==> config.mk <==
export PLATFORM = sky130hd
export DESIGN_NAME = core_mem_arbiter
export DESIGN_NICKNAME = d
export VERILOG_FILES = /design/src/rtl/core_mem_arbiter.sv
export SDC_FILE = /design/constraint.sdc
export NUM_CORES = 1
export LEC_CHECK = 0
export ABC_CLOCK_PERIOD_IN_PS = 4500
export CAP_MARGIN = 10
export CORE_AREA = 2 2 158 160
export DETAILED_ROUTE_END_ITERATION = 12
export DIE_AREA = 0 0 160 162
export SYNTH_ARGS = -nofsm -noshare
export SYNTH_HDL_FRONTEND = slang
export SYNTH_SLANG_ARGS = --single-unit
==> constraint.sdc <==
create_clock -name i_clk -period 4.5 [get_ports i_clk]
set_input_delay 1.35 -clock i_clk [delete_from_list [all_inputs] [get_ports i_clk]]
set_output_delay 1.35 -clock i_clk [all_outputs]
set_load 0.05 [all_outputs]
==> src/rtl/core_mem_arbiter.sv <==
// Core memory arbiter: funnels N_REQ core-internal requesters onto one shared
// memory port and routes responses back using the source id in the low packet bits.
module core_mem_arbiter #(
  parameter int unsigned N_REQ   = 3,
  parameter int unsigned PKT_W   = 64,
  parameter int unsigned ID_W    = 2,
  parameter int unsigned MAX_OUT = 4
) (
  input  logic                   i_clk,
  input  logic                   i_rst_n,
  input  logic [N_REQ-1:0]       i_req_valid,
  input  logic [N_REQ*PKT_W-1:0] i_req_pkt,
  output logic [N_REQ-1:0]       o_req_ready,
  output logic                   o_out_req_valid,
  output logic [PKT_W-1:0]       o_out_req_pkt,
  input  logic                   i_out_req_ready,
  input  logic                   i_out_rsp_valid,
  input  logic [PKT_W-1:0]       i_out_rsp_pkt,
  output logic                   o_out_rsp_ready,
  output logic [N_REQ-1:0]       o_rsp_valid,
  output logic [PKT_W-1:0]       o_rsp_pkt,
  input  logic [N_REQ-1:0]       i_rsp_ready,
  output logic [3:0]             o_outstanding,
  output logic                   o_err_unrouted
);

  typedef enum logic {StIdle, StSend} req_state_e;
  typedef enum logic {StRIdle, StRHold} rsp_state_e;

  req_state_e        r_req_state, w_req_state_next;
  rsp_state_e        r_rsp_state, w_rsp_state_next;

  logic [ID_W-1:0]   r_last_grant;
  logic [PKT_W-1:0]  r_req_pkt;
  logic [3:0]        r_outstanding;
  logic [PKT_W-1:0]  r_rsp_pkt;
  logic [ID_W-1:0]   r_rsp_id;
  logic              r_err;

  logic [N_REQ-1:0]  w_grant_oh;
  logic              w_found;
  logic [ID_W-1:0]   w_grant_id;
  logic [PKT_W-1:0]  w_grant_pkt;
  logic              w_can_grant;
  logic              w_grant;
  logic              w_req_xfer;
  logic              w_rsp_xfer;
  logic [ID_W-1:0]   w_rsp_id;
  logic              w_rsp_routed;
  logic [N_REQ-1:0]  w_rsp_sel;
  logic              w_rsp_done;

  // Round-robin search: first pass above last_grant, second pass wraps to 0..last_grant.
  always_comb begin
    w_grant_oh = '0;
    w_found    = 1'b0;
    for (int i = 0; i < int'(N_REQ); i++) begin
      if (!w_found && (i > int'(r_last_grant)) && i_req_valid[i]) begin
        w_grant_oh[i] = 1'b1;
        w_found       = 1'b1;
      end
    end
    for (int i = 0; i < int'(N_REQ); i++) begin
      if (!w_found && (i <= int'(r_last_grant)) && i_req_valid[i]) begin
        w_grant_oh[i] = 1'b1;
        w_found       = 1'b1;
      end
    end
  end

  // Encode the one-hot grant into an id and select the matching packet slice.
  always_comb begin
    w_grant_id  = '0;
    w_grant_pkt = '0;
    for (int i = 0; i < int'(N_REQ); i++) begin
      if (w_grant_oh[i]) begin
        w_grant_id  = ID_W'(i);
        w_grant_pkt = i_req_pkt[i*PKT_W +: PKT_W];
      end
    end
  end

  // Reset is folded in so no strobe escapes while rst_n is held low.
  assign w_can_grant = i_rst_n && (r_req_state == StIdle) && (r_outstanding < 4'(MAX_OUT));
  assign w_grant     = w_can_grant && w_found;
  assign w_req_xfer  = o_out_req_valid && i_out_req_ready;
  assign w_rsp_xfer  = i_out_rsp_valid && o_out_rsp_ready;

  // Request FSM state register.
  always_ff @(posedge i_clk or negedge i_rst_n) begin
    if (!i_rst_n) r_req_state <= StIdle;
    else          r_req_state <= w_req_state_next;
  end

  // Request FSM next state: one accept, then hold until the shared port takes it.
  always_comb begin
    w_req_state_next = r_req_state;
    unique case (r_req_state)
      StIdle:  if (w_grant)         w_req_state_next = StSend;
      StSend:  if (i_out_req_ready) w_req_state_next = StIdle;
      default:                      w_req_state_next = StIdle;
    endcase
  end

  // Request FSM outputs.
  always_comb begin
    o_req_ready     = w_grant ? w_grant_oh : '0;
    o_out_req_valid = (r_req_state == StSend);
    o_out_req_pkt   = (r_req_state == StSend) ? r_req_pkt : '0;
  end

  // Capture the granted packet and remember who won for the next search.
  always_ff @(posedge i_clk or negedge i_rst_n) begin
    if (!i_rst_n) begin
      r_req_pkt    <= '0;
      r_last_grant <= ID_W'(N_REQ - 1);
    end else if (w_grant) begin
      r_req_pkt    <= w_grant_pkt;
      r_last_grant <= w_grant_id;
    end
  end

  // In-flight counter; saturates at both ends, simultaneous inc/dec cancel.
  always_ff @(posedge i_clk or negedge i_rst_n) begin
    if (!i_rst_n) begin
      r_outstanding <= '0;
    end else if (w_req_xfer && !w_rsp_xfer) begin
      if (r_outstanding < 4'(MAX_OUT)) r_outstanding <= r_outstanding + 4'd1;
    end else if (w_rsp_xfer && !w_req_xfer) begin
      if (r_outstanding != 4'd0) r_outstanding <= r_outstanding - 4'd1;
    end
  end

  assign o_outstanding = r_outstanding;

  assign w_rsp_id     = i_out_rsp_pkt[ID_W-1:0];
  assign w_rsp_routed = (int'(w_rsp_id) < int'(N_REQ));

  // One-hot select of the held response's destination.
  always_comb begin
    w_rsp_sel = '0;
    for (int i = 0; i < int'(N_REQ); i++) begin
      w_rsp_sel[i] = (int'(r_rsp_id) == i);
    end
  end

  assign w_rsp_done = |(w_rsp_sel & i_rsp_ready);

  // Response FSM state register.
  always_ff @(posedge i_clk or negedge i_rst_n) begin
    if (!i_rst_n) r_rsp_state <= StRIdle;
    else          r_rsp_state <= w_rsp_state_next;
  end

  // Response FSM next state: routed ids are held until the requester accepts.
  always_comb begin
    w_rsp_state_next = r_rsp_state;
    unique case (r_rsp_state)
      StRIdle: if (w_rsp_xfer && w_rsp_routed) w_rsp_state_next = StRHold;
      StRHold: if (w_rsp_done)                 w_rsp_state_next = StRIdle;
      default:                                 w_rsp_state_next = StRIdle;
    endcase
  end

  // Response FSM outputs.
  always_comb begin
    o_out_rsp_ready = i_rst_n && (r_rsp_state == StRIdle);
    o_rsp_valid     = (r_rsp_state == StRHold) ? w_rsp_sel : '0;
    o_rsp_pkt       = (r_rsp_state == StRHold) ? r_rsp_pkt : '0;
    o_err_unrouted  = r_err;
  end

  // Register the accepted response; unroutable ids only raise a one-cycle error.
  always_ff @(posedge i_clk or negedge i_rst_n) begin
    if (!i_rst_n) begin
      r_rsp_pkt <= '0;
      r_rsp_id  <= '0;
      r_err     <= 1'b0;
    end else begin
      r_err <= w_rsp_xfer && !w_rsp_routed;
      if (w_rsp_xfer) begin
        r_rsp_pkt <= i_out_rsp_pkt;
        r_rsp_id  <= w_rsp_id;
      end
    end
  end

endmodule

Word-level counts from Yosys, hierarchy flattened
Cells that the tools add are included.

cells by class
  add/sub/neg operators = 2
  order comparisons = 6
  equal/unequal tests = 3
  mux-type cells = 28
  bitwise operators = 3
  reductions and logical operators = 31

operators by type and width
  operator                                                     number
  2-to-1 mux 64 bit                                            5
  logical AND 1 bit                                            18
  2-to-1 mux 4 bit                                             4
  2-to-1 mux 1 bit                                             14
  zero test 1 bit                                              7
  2-to-1 mux 3 bit                                             2
  adder 4 x 1 -> 4 bit (second input constant)                 1
  equality test 2 bit (second input constant)                  2
  less-than comparator 4 x 3 -> 1 bit (second input constant)  1
  one-hot mux 1 bit (2 select lines)                           2
  nonzero test 2 bit                                           2
  nonzero test 4 bit                                           1
  subtractor 4 x 1 -> 4 bit (second input constant)            1
  AND 3 bit                                                    1
  AND reduction 3 bit                                          1
  OR reduction 3 bit                                           1
  > comparator 1 x 2 -> 1 bit (first input constant)           1
  > comparator 2 bit (first input constant)                    1
  <= comparator 1 x 2 -> 1 bit (first input constant)          1
  <= comparator 2 bit (first input constant)                   1
  zero test 2 bit                                              1
  less-than comparator 2 bit (second input constant)           1
  2-to-1 mux 2 bit                                             1
  inequality test 2 bit (second input constant)                1
  inverter 1 bit                                               2

word-level totals
  register bits = 139
  input port bits = 266
  word-level logic and storage cells = 81

Longest topological paths before layout
Gate-level depths: netlist of run 1.

  depth in word-level cells = 21
  depth in mapped cells = 10
  gate-level depth less buffers = 9

Worst setup path before layout of run 1
No wires, ideal clock.

  path type = input-to-output
  start point = in i_req_valid[0]
  end point = out o_req_ready[0]
  arrival time = 2.744 ns
  required time = 3.150 ns
  path slack = 0.406 ns
  stages on the path = 5
  path buffers = 2
  path through = clkbuf_2 -> inv_1 -> o31ai_2 -> clkbuf_1 -> and2_1

between the ends
  cells in the longest elaborated chain, start to end = 12
  elaborated cells between the ends (all ways) = 13

ends and longest elaborated chain
  what                            line  text
  from (decl)                     11    input logic [N_REQ-1:0] i_req_valid,
  logical AND 1 bit *             64    if (!w_found && (i <= int'(r_last_grant)) && i_req_valid[i]) begin
  2-to-1 mux 1 bit                64
  zero test 1 bit                 64
  logical AND 1 bit (2 in a row)  64
  2-to-1 mux 1 bit                64
  zero test 1 bit                 64
  logical AND 1 bit (2 in a row)  64
  2-to-1 mux 1 bit                64
  logical AND 1 bit               85    assign w_grant = w_can_grant && w_found;
  2-to-1 mux 3 bit *              107   o_req_ready = w_grant ? w_grant_oh : '0;
  to (decl)                       13    output logic [N_REQ-1:0] o_req_ready,

Mark *: on every way between the ends. The rest lies on a longest branch, timed or not.

Worst setup path after layout of run 1
  start point = in i_req_valid[1]
  end point = out o_req_ready[2]

between the ends
  cells in the longest elaborated chain, start to end = 19
  elaborated cells between the ends (all ways) = 21

ends and longest elaborated chain
  what                            line  text
  logical AND 1 bit               58    if (!w_found && (i > int'(r_last_grant)) && i_req_valid[i]) begin
  2-to-1 mux 1 bit                58
  zero test 1 bit                 58
  logical AND 1 bit (2 in a row)  58
  2-to-1 mux 1 bit                58
  zero test 1 bit                 64
  logical AND 1 bit               64
  2-to-1 mux 1 bit                64
  zero test 1 bit                 64
  logical AND 1 bit (2 in a row)  64
  2-to-1 mux 1 bit                64
  zero test 1 bit                 64
  logical AND 1 bit (2 in a row)  64
  2-to-1 mux 1 bit                64
  logical AND 1 bit               85
  2-to-1 mux 3 bit *              107

Marks and branches as above.

==> results of run 1 <==
power groups by stage:
stage | clock, mW | sequential (mW) | combinational [mW]
after detailed placement | 0 | 2.21 | 4.99
after global placement | 0 | 2.18 | 4.97
after global routing | 1.59 | 2.28 | 5.24
after CTS | 1.53 | 2.19 | 5.01
after floorplan | 0 | 2.16 | 3.27
final | 1.49 | 2.19 | 4.95
area by class of cell:
| type | instances | area, um^2 | area share, % |
|---|---|---|---|
| Multi-Input combinational cell | 450 | 3210 | 26.8 |
| Timing Repair Buffer | 421 | 4270 | 35.7 |
| Clock inverter | 13 | 194 | 1.62 |
| Clock buffer | 18 | 429 | 3.59 |
| Sequential cell | 137 | 3430 | 28.7 |
| Inverter | 3 | 11.3 | 0.0943 |
| Tap cell | 324 | 405 | 3.39 |
final timing paths:
kind                                    to             from  depth (start not counted)
setup / recovery            o_req_ready[2]   i_req_valid[1]                          5
hold / removal               r_req_pkt[62]    r_req_pkt[62]                          1
setup reg to reg             r_req_pkt[42]  o_out_req_valid                          6
hold reg to reg              r_req_pkt[62]    r_req_pkt[62]                          1
max in group asynchronous  o_out_req_valid          i_rst_n                          2
min in group asynchronous    r_rsp_pkt[19]          i_rst_n                          1
state kept, by name (all words and copies together), names as in the netlist:
register and count:
o_err_unrouted 1, o_out_req_valid 1, o_outstanding 4, r_last_grant 2, r_req_pkt 64, r_rsp_pkt 64
r_rsp_state 1
metrics by stage:
step	setup WS [ps]	cells	hold slack, ps	power [mW]
6_report	309	1366	493	8.63
3_5_place_dp	316	1335	468	7.20
2_1_floorplan	406	644	449	5.43
3_3_place_gp	356	1335	469	7.15
4_1_cts	318	1366	492	8.73
5_1_grt	243	1366	507	9.12
metal layers:
metal  up-vias  track usage, %  wire length [um]
met1      3154            21.9              9990
met5         -               0                13
met4         2            5.00               345
met2       309            32.4             12000
li1       3125               -                 -
met3        20            5.90              1970
cells in the final DEF, fill, tap and decap left out, drive strengths merged, types with 2 or more instances in the layout:
cell	instances
and2	132
o2bb2ai	2
nor2b	3
o21ai	11
buf	20
a31oi	2
a222oi	62
clkbuf	18
inv	5
clkdlybuf4s50	401
nand2	5
clkinv	6
or2	2
mux2	65
dfrtp	136
nand2b	3
ha	3
nor2	68
bufinv	4
nand3	2
xnor2	2
nor3b	3
and3	2
a21oi	67
cell families (layout without fill, tap and decap cells):
group | after synthesis | after routing | share of synthesized area [%]
muxes | 66 | 66 | 10.8
AOI/OAI and AO/OA | 152 | 152 | 16.2
DFF | 137 | 137 | 49.9
adders and majority gates | 4 | 4 | 0.838
buffers and inverters | 57 | 455 | 3.68
xor gates and xnor gates | 2 | 2 | 0.255
and+or+nand+nor | 226 | 226 | 18.3
==> flow_metrics.tcl, run 1 <==
set metrics [dict create \
    cpMaxStageDelayCell "clkdlybuf4s50_1" \
    cts_root_buffer "clkbuf_16" \
    synth_fp_nets 914 \
    die_h_um 162 \
    synthFlopType "dfrtp_1" \
    leakagePower_nw 4.68 \
    synthTopCellsByCount "dfrtp_1, and2_1, a21oi_1, nor2_1, mux2_2" \
    dp_hpwl_um 18000 \
    fp.dieW_um 160 \
    worst_pin_slew_ps 916 \
    ys_seq_area_share_pct 49.9 \
    clk_pin_slew_ps 60 \
    drive_gt1_share_pct 12.1 \
    crit_buf_inv 2 \
    nNetsFinal 1300 \
    area_growth_pct 73.9 \
    clkPwrFrac_pct 17.2 \
    synth_area_leaders "dfrtp_1, and2_1, mux2_2" \
    p_sw_mw 3.93 \
    synthMostInstantiatedCell "dfrtp_1" \
    antenna_found_initial 1 \
    drt_iter0_drc 560 \
    netlist_area_um2 6870 \
    ir_drop_mv 0.281 \
    report.final.setup_viol 0 \
    postSynthCellCount 644 \
    critPathKind "primary input to output port" \
    synth_top_area_share_pct 49.5 \
    path_delay_family "buffers and inverters" \
    ff2ff_setup_slack_ps 1810 \
    grt_setup_unrepaired "no" \
    slew_headroom_pct 39.0 \
    stdcell_area_um2 11900 \
    postSynthAreaPerCell_um2 10.7 \
    grt_overflow 0 \
    synth_largest_area_cell "dfrtp_1" \
    drtPass1Iterations 8 \
    path_cells "clkdlybuf4s50_1 -> nor2b_1 -> o21a_1 -> nor2_1 -> buf_12" \
    seq_power_share_pct 25.3 \
    rows 57 \
    vias_per_cell 4.84 \
    grt_max_degree 69 \
    tns_ps 0 \
    ioPinCount 407 \
    cts_resized 0 \
    fillers 2329 \
    arrival_ps 2840 \
    synth-edff-count 0 \
    port-buffer-count 406 \
    vias 6610 \
    grt.total_usage_pct 18.5 \
    cts_made_buffers 17 \
    ctsHtreeMaxLevel 4 \
    cts.sinks 137 \
    start_kind "primary input" \
    swShare_pct 45.5 \
    initial_core_util_pct 28.5 \
    hold_path_class "flop to flop" \
    ys_types 43 \
    clock_latency_ps 410 \
    combPwrFrac_pct 57.4 \
    finalHoldViolCount 0 \
    drtAntennaViolNets 0 \
    routedWlPerCell_um 17.8 \
    grt_pass1_wl_um 37200 \
    synth_warnings 0 \
    placed_area_um2 11300 \
    core-area_um2 24100 \
    post-cts-setup-buffer-count 0 \
    slowest_delay_ps 590 \
    grt_pass1_vias 6716 \
    cts.path.max_buffers 2 \
    die_area_um2 25900 \
    cap_viol_max_count 0 \
    crit_fanout 8 \
    cp.required_ps 3150 \
    min_period_over_period_pct 93.1 \
    period_minus_slack_ps 4190 \
    skew_ps 13.0 \
    ys_seq_elements 137 \
    p_int_mw 4.70 \
    pwr_density_cell_nw_per_um2 722 \
    fin_util_pct 49.6 \
    synthArstFlopShare_pct 100 \
    drc_errors 0 \
    status "finished clean" \
    place_congestion 0.783 \
    diodes 0 \
    wl_um 24400 \
    cts_tree "done" \
    endpoint_kind "output port" \
    report.final.slew_viol_count 0 \
    cts-hold-fix-buffers 0 \
    clock.fmax_ghz 0.239 \
]
No activity file was read; power rests on OpenSTA's default activity.
==> inputs of run 2 (changes only) <==
ABC_CLOCK_PERIOD_IN_PS = 4590   (was 4500)
CORE_AREA = 2 2 159 161   (was 2 2 158 160)
DIE_AREA = 0 0 161 163   (was 0 0 160 162)
clock period = 4.59 ns   (was 4.5 ns; I/O delays follow)
==> run 2 against run 1 <==
Effect of this change:
- hold slack worse by 8.0 ps
- core utilization is 1.4 points lower
- sequential share of layout area grew 0.14 points
- die area increased by 1.2%
- clock-buffer cell count unchanged
- wire length increased by 1.1%
- power is 3.5% lower
- global-route usage shrank 0.29 points
- register-to-register slack got worse by 30 ps
- via count down 0.23%
- first-iteration DRC count down 9.5%
- critical path type unchanged
- highest routed layer unchanged
==> flow_metrics.tcl, run 2 (same netlist as run 1, synthesis figures left out) <==
set metrics [dict create \
    report.final.setup_viol 0 \
    cap_viol_max_count 0 \
    path_cells "clkdlybuf4s50_1 -> or3b_1 -> o21a_1 -> nor2_1 -> buf_12" \
    pre_cts_slack_ps 282 \
    arrival_ps 2940 \
    critPathKind "primary input to output port" \
    cts_resized 0 \
    area_growth_pct 73.0 \
    cts_tree "done" \
    cts_made_buffers 17 \
    core-area_um2 24700 \
    port-buffer-count 406 \
    cts_root_buffer "clkbuf_16" \
    ff2ff_path_depth 9 \
    period_minus_slack_ps 4320 \
    rows 58 \
    cts-hold-fix-buffers 0 \
    min_period_over_period_pct 94.1 \
    hold_depth 1 \
    post-cts-setup-buffer-count 0 \
    pwr_density_cell_nw_per_um2 700 \
    grt_max_degree 66 \
    rr_endpoint "o_outstanding[3]" \
    start_kind "primary input" \
    min_from "r_req_pkt[62]" \
    ioPinCount 407 \
    finalHoldViolCount 0 \
    cpMaxStageDelayCell "clkdlybuf4s50_1" \
    die_area_um2 26200 \
    slowest_delay_ps 530 \
    worst_pin_slew_ps 862 \
    place_congestion 0.777 \
    dp_hpwl_um 18500 \
    vias_per_cell 4.80 \
    finalWorstSetupSlack_ps 272 \
    nNetsFinal 1300 \
    antenna_found_initial 3 \
    final_cell_mix "clkdlybuf4s50_1, dfrtp_1, and2_1, nor2_1, a21oi_1" \
    fp.dieW_um 161 \
    wl_um 24700 \
    slew_headroom_pct 42.6 \
    status "finished clean" \
    cts.sinks 137 \
    clk_pin_slew_ps 60 \
    cp.required_ps 3210 \
    drtPass1Iterations 9 \
    routedWlPerCell_um 17.9 \
    endpoint_kind "output port" \
    cts.path.max_buffers 2 \
    clock.fmax_ghz 0.232 \
    initial_core_util_pct 27.8 \
    startpoint "i_req_valid[1]" \
    grt_setup_unrepaired "no" \
    crit_fanout 8 \
    drc_errors 0 \
    grt.total_usage_pct 18.2 \
    ctsHtreeMaxLevel 4 \
    grt_pass1_wl_um 36800 \
    grt_pass1_vias 6478 \
    leakagePower_nw 4.65 \
    report.final.slew_viol_count 0 \
    grt_overflow 0 \
    drtAntennaViolNets 0 \
    min_to "r_req_pkt[62]" \
    final_common_cell "clkdlybuf4s50_1" \
    tns_ps 0 \
    clock_latency_ps 420 \
    ir_drop_mv 0.311 \
    drt_iter0_drc 507 \
    crit-reg2reg-launch "r_rsp_state" \
    ff2ff_setup_slack_ps 1780 \
    hold_path_class "flop to flop" \
    vias 6595 \
    die_h_um 163 \
    drive_gt1_share_pct 12.3 \
    skew_ps 10.8 \
]
-- run 2: cell count changes in the layout (fill, tap and decap cells not counted), sizes merged --
cell      previous run  this run
bufinv               4         0
diode                0         1
inv                  5        10
clkinv               6         4
clkinvlp             1         3
-- run 2: final cells by class --
class	instances	area [um^2]
sequential	137	3430
clock buffer	18	439
timing repair buffer	421	4260
fill	2364	12800
clock inverter	14	129
inverter	3	11.3
antenna	1	2.50
tap	330	413
multi-input combinational	450	3210
-- run 2: through the flow --
stage                     cells  instance area, um^2  hold slack, ps  power, mW  util, %
after floorplan             644                 6870             449       5.32        -
after global placement     1341                11300             468       7.02     45.9
after detailed placement   1341                11300             468       7.07     45.9
after CTS                  1373                11900             489       8.43     48.2
after global routing       1373                11900             511       8.79     48.2
final                      1374                11900             485       8.32     48.2
-- run 2: worst max-delay path: cells and delay by family --
family	cells	cell delay, ps
AND/OR/NAND/NOR	2	690
AO/OA/AOI/OAI	1	170
buffers and inverters	2	700
-- run 2: how the worst max path moves through the flow --
| stage | endpoint | slack [ps] | cells after the start |
|---|---|---|---|
| 2_1_floorplan | o_req_ready[0] | 440 | 5 |
| 3_3_place_gp | o_req_ready[2] | 310 | 5 |
| 3_5_place_dp | o_req_ready[2] | 280 | 5 |
| 4_1_cts | o_req_ready[2] | 280 | 5 |
| 5_1_grt | o_req_ready[2] | 210 | 5 |
| 6_report | o_req_ready[2] | 270 | 5 |
-- run 2: power by group --
part	internal [mW]	switching, mW
Combinational	1.88	2.95
Sequential	1.81	0.366
Clock	0.727	0.595
Total	4.42	3.91
-- run 2: per-layer routing --
layer | vias up | global-route usage, % | wire, um | share of wire (%)
met5 | - | 0 | 13 | 0.053
met1 | 3125 | 22.0 | 9800 | 40
li1 | 3124 | - | - | -
met2 | 327 | 32.2 | 12500 | 51
met3 | 17 | 5.32 | 2050 | 8.3
met4 | 2 | 4.06 | 268 | 1.1
==> inputs of run 3 (changes only) <==
SLEW_MARGIN = 20   (was unset)
==> results of run 3 <==
Same layout as run 2: the final DEF is identical, and so are final timing and power.
